<file path="src/rtl/sb_pkg.sv">
// Shared types and constants for the store buffer: entry layout, default depth,
// address width and the all-ones SRAM mask.
package sb_pkg;

    localparam int SB_DEPTH = 4;
    // Entries carry SB_AW address bits; the top's AW must not exceed this.
    localparam int SB_AW = 14;
    localparam logic [31:0] SB_MASK_ONES = '1;

    typedef struct packed {
        logic [SB_AW-1:0] addr;
        logic [31:0]      bweb;
        logic [31:0]      data;
    } sb_entry_t;

endpackage

</file>
<file path="src/rtl/sb_fifo.sv">
// Circular store queue. Exposes every slot plus a valid vector so the top can
// compare all pending addresses against the current load in parallel.
module sb_fifo
    import sb_pkg::*;
#(
    parameter int DEPTH = SB_DEPTH,
    localparam int PW   = $clog2(DEPTH)
) (
    input  logic                  clk,
    input  logic                  rst,
    input  logic                  push_i,
    input  logic                  pop_i,
    input  sb_entry_t             wr_i,
    output sb_entry_t [DEPTH-1:0] ent_o,
    output logic [DEPTH-1:0]      vld_o,
    output logic [PW-1:0]         head_o,
    output logic [PW:0]           cnt_o,
    output logic                  full_o,
    output logic                  empty_o
);
    sb_entry_t [DEPTH-1:0] mem_q;
    logic [PW-1:0] head_q, head_d, tail_q, tail_d;
    logic [PW:0]   cnt_q, cnt_d;
    logic [PW-1:0] off;
    logic          do_push, do_pop;

    assign full_o  = (cnt_q == (PW+1)'(DEPTH));
    assign empty_o = (cnt_q == '0);
    assign do_push = push_i && !full_o;
    assign do_pop  = pop_i && !empty_o;
    assign ent_o   = mem_q;
    assign head_o  = head_q;
    assign cnt_o   = cnt_q;

    always_comb begin
        head_d = head_q + PW'(do_pop);
        tail_d = tail_q + PW'(do_push);
        cnt_d  = cnt_q + (PW+1)'(do_push) - (PW+1)'(do_pop);
    end

    // A slot is live when its distance from head is below the count.
    always_comb begin
        off   = '0;
        vld_o = '0;
        for (int i = 0; i < DEPTH; i++) begin
            off      = PW'(i) - head_q;
            vld_o[i] = ({1'b0, off} < cnt_q);
        end
    end

    always_ff @(posedge clk or negedge rst) begin
        if (!rst) begin
            head_q <= '0;
            tail_q <= '0;
            cnt_q  <= '0;
        end else begin
            head_q <= head_d;
            tail_q <= tail_d;
            cnt_q  <= cnt_d;
        end
    end

    always_ff @(posedge clk) begin
        if (do_push) mem_q[tail_q] <= wr_i;
    end

endmodule

</file>
<file path="src/rtl/store_buffer.sv">
// Posted-write buffer in front of the single-port data SRAM: loads win the port,
// stores drain in load-free cycles. Optional byte forwarding under STORE_FWD_EN.
module store_buffer
    import sb_pkg::*;
#(
    parameter int DEPTH = SB_DEPTH,
    parameter int AW    = SB_AW
) (
    input  logic          clk,
    input  logic          rst,
    input  logic          cpu_re,
    input  logic          cpu_web,
    input  logic [31:0]   cpu_bweb,
    input  logic [AW-1:0] cpu_a,
    input  logic [31:0]   cpu_din,
    output logic [31:0]   cpu_dout,
    output logic          sb_stall,
    output logic          sb_empty,
    output logic          sram_web,
    output logic [31:0]   sram_bweb,
    output logic [AW-1:0] sram_a,
    output logic [31:0]   sram_din,
    input  logic [31:0]   sram_dout
);
    localparam int PW = $clog2(DEPTH);

    sb_entry_t [DEPTH-1:0] ent;
    sb_entry_t             wr_ent, head_ent;
    logic [DEPTH-1:0]      vld;
    logic [PW-1:0]         head, idx;
    logic [PW:0]           cnt;
    logic                  full, empty;
    logic                  is_store, push, pop, load_go, stall_load, hit_any;
`ifdef STORE_FWD_EN
    logic                  part_hit;
    logic [3:0]            fwd_mask_d, fwd_mask_q;
    logic [31:0]           fwd_data_d, fwd_data_q;
`endif

    assign wr_ent   = '{addr: SB_AW'(cpu_a), bweb: cpu_bweb, data: cpu_din};
    assign head_ent = ent[head];
    assign sb_empty = empty;

    sb_fifo #(.DEPTH(DEPTH)) u_fifo (
        .clk     (clk),
        .rst     (rst),
        .push_i  (push),
        .pop_i   (pop),
        .wr_i    (wr_ent),
        .ent_o   (ent),
        .vld_o   (vld),
        .head_o  (head),
        .cnt_o   (cnt),
        .full_o  (full),
        .empty_o (empty)
    );

    // Walk oldest to youngest so later matches overwrite earlier forwarded bytes.
    always_comb begin
        hit_any = 1'b0;
        idx     = head;
`ifdef STORE_FWD_EN
        part_hit   = 1'b0;
        fwd_mask_d = '0;
        fwd_data_d = '0;
`endif
        for (int k = 0; k < DEPTH; k++) begin
            idx = head + PW'(k);
            if (vld[idx] && (ent[idx].addr[AW-1:0] == cpu_a)) begin
                hit_any = 1'b1;
`ifdef STORE_FWD_EN
                for (int b = 0; b < 4; b++) begin
                    if (ent[idx].bweb[8*b +: 8] == 8'h00) begin
                        fwd_mask_d[b]          = 1'b1;
                        fwd_data_d[8*b +: 8]   = ent[idx].data[8*b +: 8];
                    end else if (ent[idx].bweb[8*b +: 8] != 8'hFF) begin
                        part_hit = 1'b1;
                    end
                end
`endif
            end
        end
    end

    always_comb begin
`ifdef STORE_FWD_EN
        stall_load = cpu_re && hit_any && part_hit;
`else
        stall_load = cpu_re && hit_any;
`endif
        // A load with a store strobe is treated as a plain load.
        is_store  = !cpu_re && !cpu_web;
        load_go   = cpu_re && !stall_load;
        push      = is_store && !full;
        pop       = !empty && !load_go;
        sb_stall  = stall_load || (is_store && full);
        sram_web  = 1'b1;
        sram_bweb = SB_MASK_ONES;
        sram_a    = cpu_a;
        sram_din  = head_ent.data;
        if (pop) begin
            sram_web  = 1'b0;
            sram_bweb = head_ent.bweb;
            sram_a    = head_ent.addr[AW-1:0];
        end
    end

`ifdef STORE_FWD_EN
    always_ff @(posedge clk or negedge rst) begin
        if (!rst) begin
            fwd_mask_q <= '0;
            fwd_data_q <= '0;
        end else begin
            fwd_mask_q <= load_go ? fwd_mask_d : 4'b0000;
            fwd_data_q <= fwd_data_d;
        end
    end

    always_comb begin
        cpu_dout = sram_dout;
        for (int b = 0; b < 4; b++)
            if (fwd_mask_q[b]) cpu_dout[8*b +: 8] = fwd_data_q[8*b +: 8];
    end
`else
    assign cpu_dout = sram_dout;
`endif

endmodule
</file>
<file path="config.mk">
export PLATFORM = sky130hd
export DESIGN_NAME = store_buffer
export DESIGN_NICKNAME = d
export VERILOG_FILES = /design/src/rtl/sb_pkg.sv /design/src/rtl/sb_fifo.sv /design/src/rtl/store_buffer.sv
export SDC_FILE = /design/constraint.sdc
export NUM_CORES = 1
export LEC_CHECK = 0
export ABC_AREA = 1
export CAP_MARGIN = 0
export CORE_MARGIN = 5
export CORE_UTILIZATION = 25
export CTS_CLUSTER_SIZE = 16
export DETAILED_ROUTE_END_ITERATION = 16
export HOLD_SLACK_MARGIN = 0.15
export SETUP_SLACK_MARGIN = 0.02
export SLEW_MARGIN = 15
export SYNTH_ARGS = -nofsm -noshare
export SYNTH_HDL_FRONTEND = slang
export SYNTH_SLANG_ARGS = --single-unit
export TNS_END_PERCENT = 30
</file>
<file path="constraint.sdc">
create_clock -name clk -period 12.5 [get_ports clk]
set_input_delay 1.25 -clock clk [delete_from_list [all_inputs] [get_ports clk]]
set_output_delay 1.25 -clock clk [all_outputs]
set_load 0.03 [all_outputs]
</file>
==> flow_summary.toml <==
[logic_synthesis]
ys_types = 31
synth_area_per_cell_um2 = 10.8
synth_top_area_share = 0.641
synth_area_leader_cell = "edfxtp_1"
netlist_instances = 1359
syn_nets = 1480
yosysWarningCount = 0
synthFlopType = "edfxtp_1"
synth_most_common_cell = "nand2_1"
yosys_register_bits = 319
synth.top_cells.by_count = "nand2_1, edfxtp_1, nand3_1"
synth_edf_count = 312
yosysSeqAreaShare = 0.653
synth_area_leaders = "edfxtp_1, nand2_1, nand3_1"
syn_area_mm2 = 0.0146
synthArstFlopShare = 0.0219

[critical_path]
cp_num_buf_inv = 3
cp_cell_sequence = "buf_4 -> nand2_1 -> nand2_4 -> ha_1 -> nand3_1 -> o21ai_0 -> o21ai_1 -> nand2_1 -> nand2_1 -> nand3_1 -> nor2_1 -> nor2_1 -> nand3_2 -> nand2_2 -> inv_2 -> nand2_1 -> clkdlybuf4s50_1"
reg2reg_slack_ns = 7.68
startpoint_type = "flop"
critPathCaptureType = "output pin"
critical-path-top-delay-family = "buffers and inverters"
crit_path_max_incr_delay_ns = 0.97
slowest_stage = "dfrtp_4"
path_max_fanout = 75
worstPathRequired_ns = 11.25
path_depth = 17
ff2ff_path_depth = 19
crit_type = "flop to output pin"
cpMostUsedCell = "nand2_1"
r2r_start = "u_fifo.head_o[0]"
arrival_ns = 6.10
rr_endpoint = "u_fifo.cnt_o[2]"

[placement]
place_area_mm2 = 0.0167
hpwl_mm = 24.1
port_buffers = 162
gp_congestion = 0.789
placed_cells = 2192

[final_layout]
fin_util = 0.308
stdcell_area_mm2 = 0.0178
nets = 1587
final_cell_count_no_fill = 2257
nFillCells = 5906
area_growth_pct = 21.8
drive_gt1_frac = 0.0510

[pwr]
leakage_nw = 6.51
peakVddDrop_mv = 0.141
power_density_mw_per_mm2 = 248

[die]
dieWidth_um = 252
ioPinCount = 227
num_rows = 88
dieArea_mm2 = 0.0634
initial_core_util = 0.253
die-height_um = 252
core_area_mm2 = 0.0578

[sta]
finalSetupViolCount = 0
final_max_slew_viol_count = 0
tightest_slew_ns = 0.994
min_period_ns = 7.35
final-hold-violation-count = 0
clock_skew_ns = 0.0176
finalCritPeriodShare = 0.588
slew_headroom = 0.338
max_freq_mhz = 136
tns_ns = 0
grt_setup_unrepaired = "false"

[min_path]
hp-class = "flop to flop"
min_path_cells = 1
holdCritStartpoint = "u_fifo.tail_q[1]"
whs_endpoint = "u_fifo.tail_q[1]"

[clock_tree]
cts_hold_buf = 0
clock_latency_ns = 0.54
cts_tree = "done"
clockBufferDepth = 3
cts_resized = 0
htreeDepth = 2
clock-sinks = 319
cts_post_setup_buffers_inserted = 0
cts_buffers = 37
clkTransAtPathRegs_ns = 0.06
clock-root-buffer = "clkbuf_16"

[global_route]
overflow = 0
grt_pass1_wl_mm = 61.5
grt_max_degree = 84
grt_antenna_before_repair = 5
track_usage = 0.123
grt_pass1_vias = 10566

[routing]
detail-route-antenna-nets = 0
dr.first_iter.drc_count = 630
drt-wirelength-per-cell_um = 18.0
drt_pass1_iterations = 5
num_vias = 10484
drt-total-wl_mm = 40.5
vias_per_cell = 4.65
route.detailed.drc = 0

[outcome]
status = "finished, final reports clean"

[job]
drv_cap = 0
==> report_power, final <==
group / internal (mW) / switching [mW]
Clock: 0.605 / 0.416
Combinational: 0.638 / 1.34
Sequential: 1.31 / 0.105
Total: 2.55 / 1.86
==> metal layers <==
layer | share of wire | wire length [um] | vias to the layer above | GRT usage
met5 | 0.00062 | 25 | - | 0
met4 | 0.029 | 1180 | 6 | 0.0436
met3 | 0.073 | 2980 | 93 | 0.0367
met2 | 0.48 | 19300 | 293 | 0.205
met1 | 0.42 | 17000 | 5082 | 0.154
li1 | - | - | 5010 | -
==> logic make-up after synthesis <==
kind of cell	Yosys count	share of synthesized area
adder cells (fa/ha/maj)	7	0.00651
AO/OA/AOI/OAI	143	0.0654
multiplexers	1	0.000685
buffers and inverters	168	0.0600
XOR/XNOR	16	0.00959
AND/OR/NAND/NOR	705	0.205
flip-flops	319	0.653
==> sequential cells by signal (all words and copies together), names as in the netlist <==
register	flops
u_fifo.cnt_o	3
u_fifo.ent_o	312
u_fifo.head_o	2
u_fifo.tail_q	2
==> layout by cell type, fill, tap and decap left out, types with 2 or more instances in the layout <==
cell | Yosys | final
nor3_2 | 0 | 4
clkinv_2 | 0 | 3
nor3_1 | 7 | 3
nand4_1 | 5 | 5
inv_6 | 0 | 2
clkbuf_1 | 30 | 10
a21oi_1 | 22 | 22
xor2_1 | 16 | 16
dfrtp_4 | 0 | 2
clkinv_1 | 0 | 7
nand2_2 | 3 | 3
inv_2 | 3 | 3
a221oi_1 | 32 | 32
bufinv_16 | 0 | 3
nand3_1 | 237 | 237
buf_4 | 49 | 13
clkbuf_16 | 0 | 37
diode_2 | 0 | 2
nand2_1 | 421 | 421
a22oi_1 | 32 | 32
or2_1 | 2 | 2
dfrtp_1 | 7 | 5
o21ai_1 | 30 | 30
o21ai_0 | 11 | 11
edfxtp_1 | 312 | 312
clkdlybuf4s50_1 | 0 | 162
ha_1 | 6 | 6
o211ai_1 | 15 | 15
inv_1 | 57 | 56
inv_4 | 1 | 2
nor2_1 | 27 | 27
==> per-stage QoR <==
step / setup WS (ns) / total power [mW] / hold slack [ns]
2_1_floorplan: 4.93 / 2.78 / 0.485
3_3_place_gp: 5.81 / 3.40 / 0.546
3_5_place_dp: 5.67 / 3.43 / 0.546
4_1_cts: 5.07 / 4.48 / 0.564
5_1_grt: 4.60 / 4.71 / 0.585
6_report: 5.15 / 4.41 / 0.561
==> how the worst max path moves through the flow <==
stage	start	to	slack, ns
after floorplan	cpu_re	u_fifo.ent_o[156]	4.93
after global placement	u_fifo.head_o[0]	sram_bweb[27]	5.81
after detailed placement	u_fifo.head_o[0]	sram_bweb[11]	5.67
after CTS	u_fifo.head_o[0]	sram_bweb[30]	5.07
after global routing	u_fifo.head_o[0]	sram_bweb[0]	4.60
final	u_fifo.head_o[0]	sram_bweb[30]	5.15
==> cell type report <==
class                      count  area, um2  area share
sequential                   319       9550       0.537
multi-input combinational    872       4210       0.237
timing repair buffer         175       1720      0.0966
clock buffer                  47        963      0.0541
tap                          765        957      0.0538
inverter                      61        234      0.0131
clock inverter                16        158     0.00886
antenna                        2       5.00    0.000281
Power figures use the tool's default switching activity.
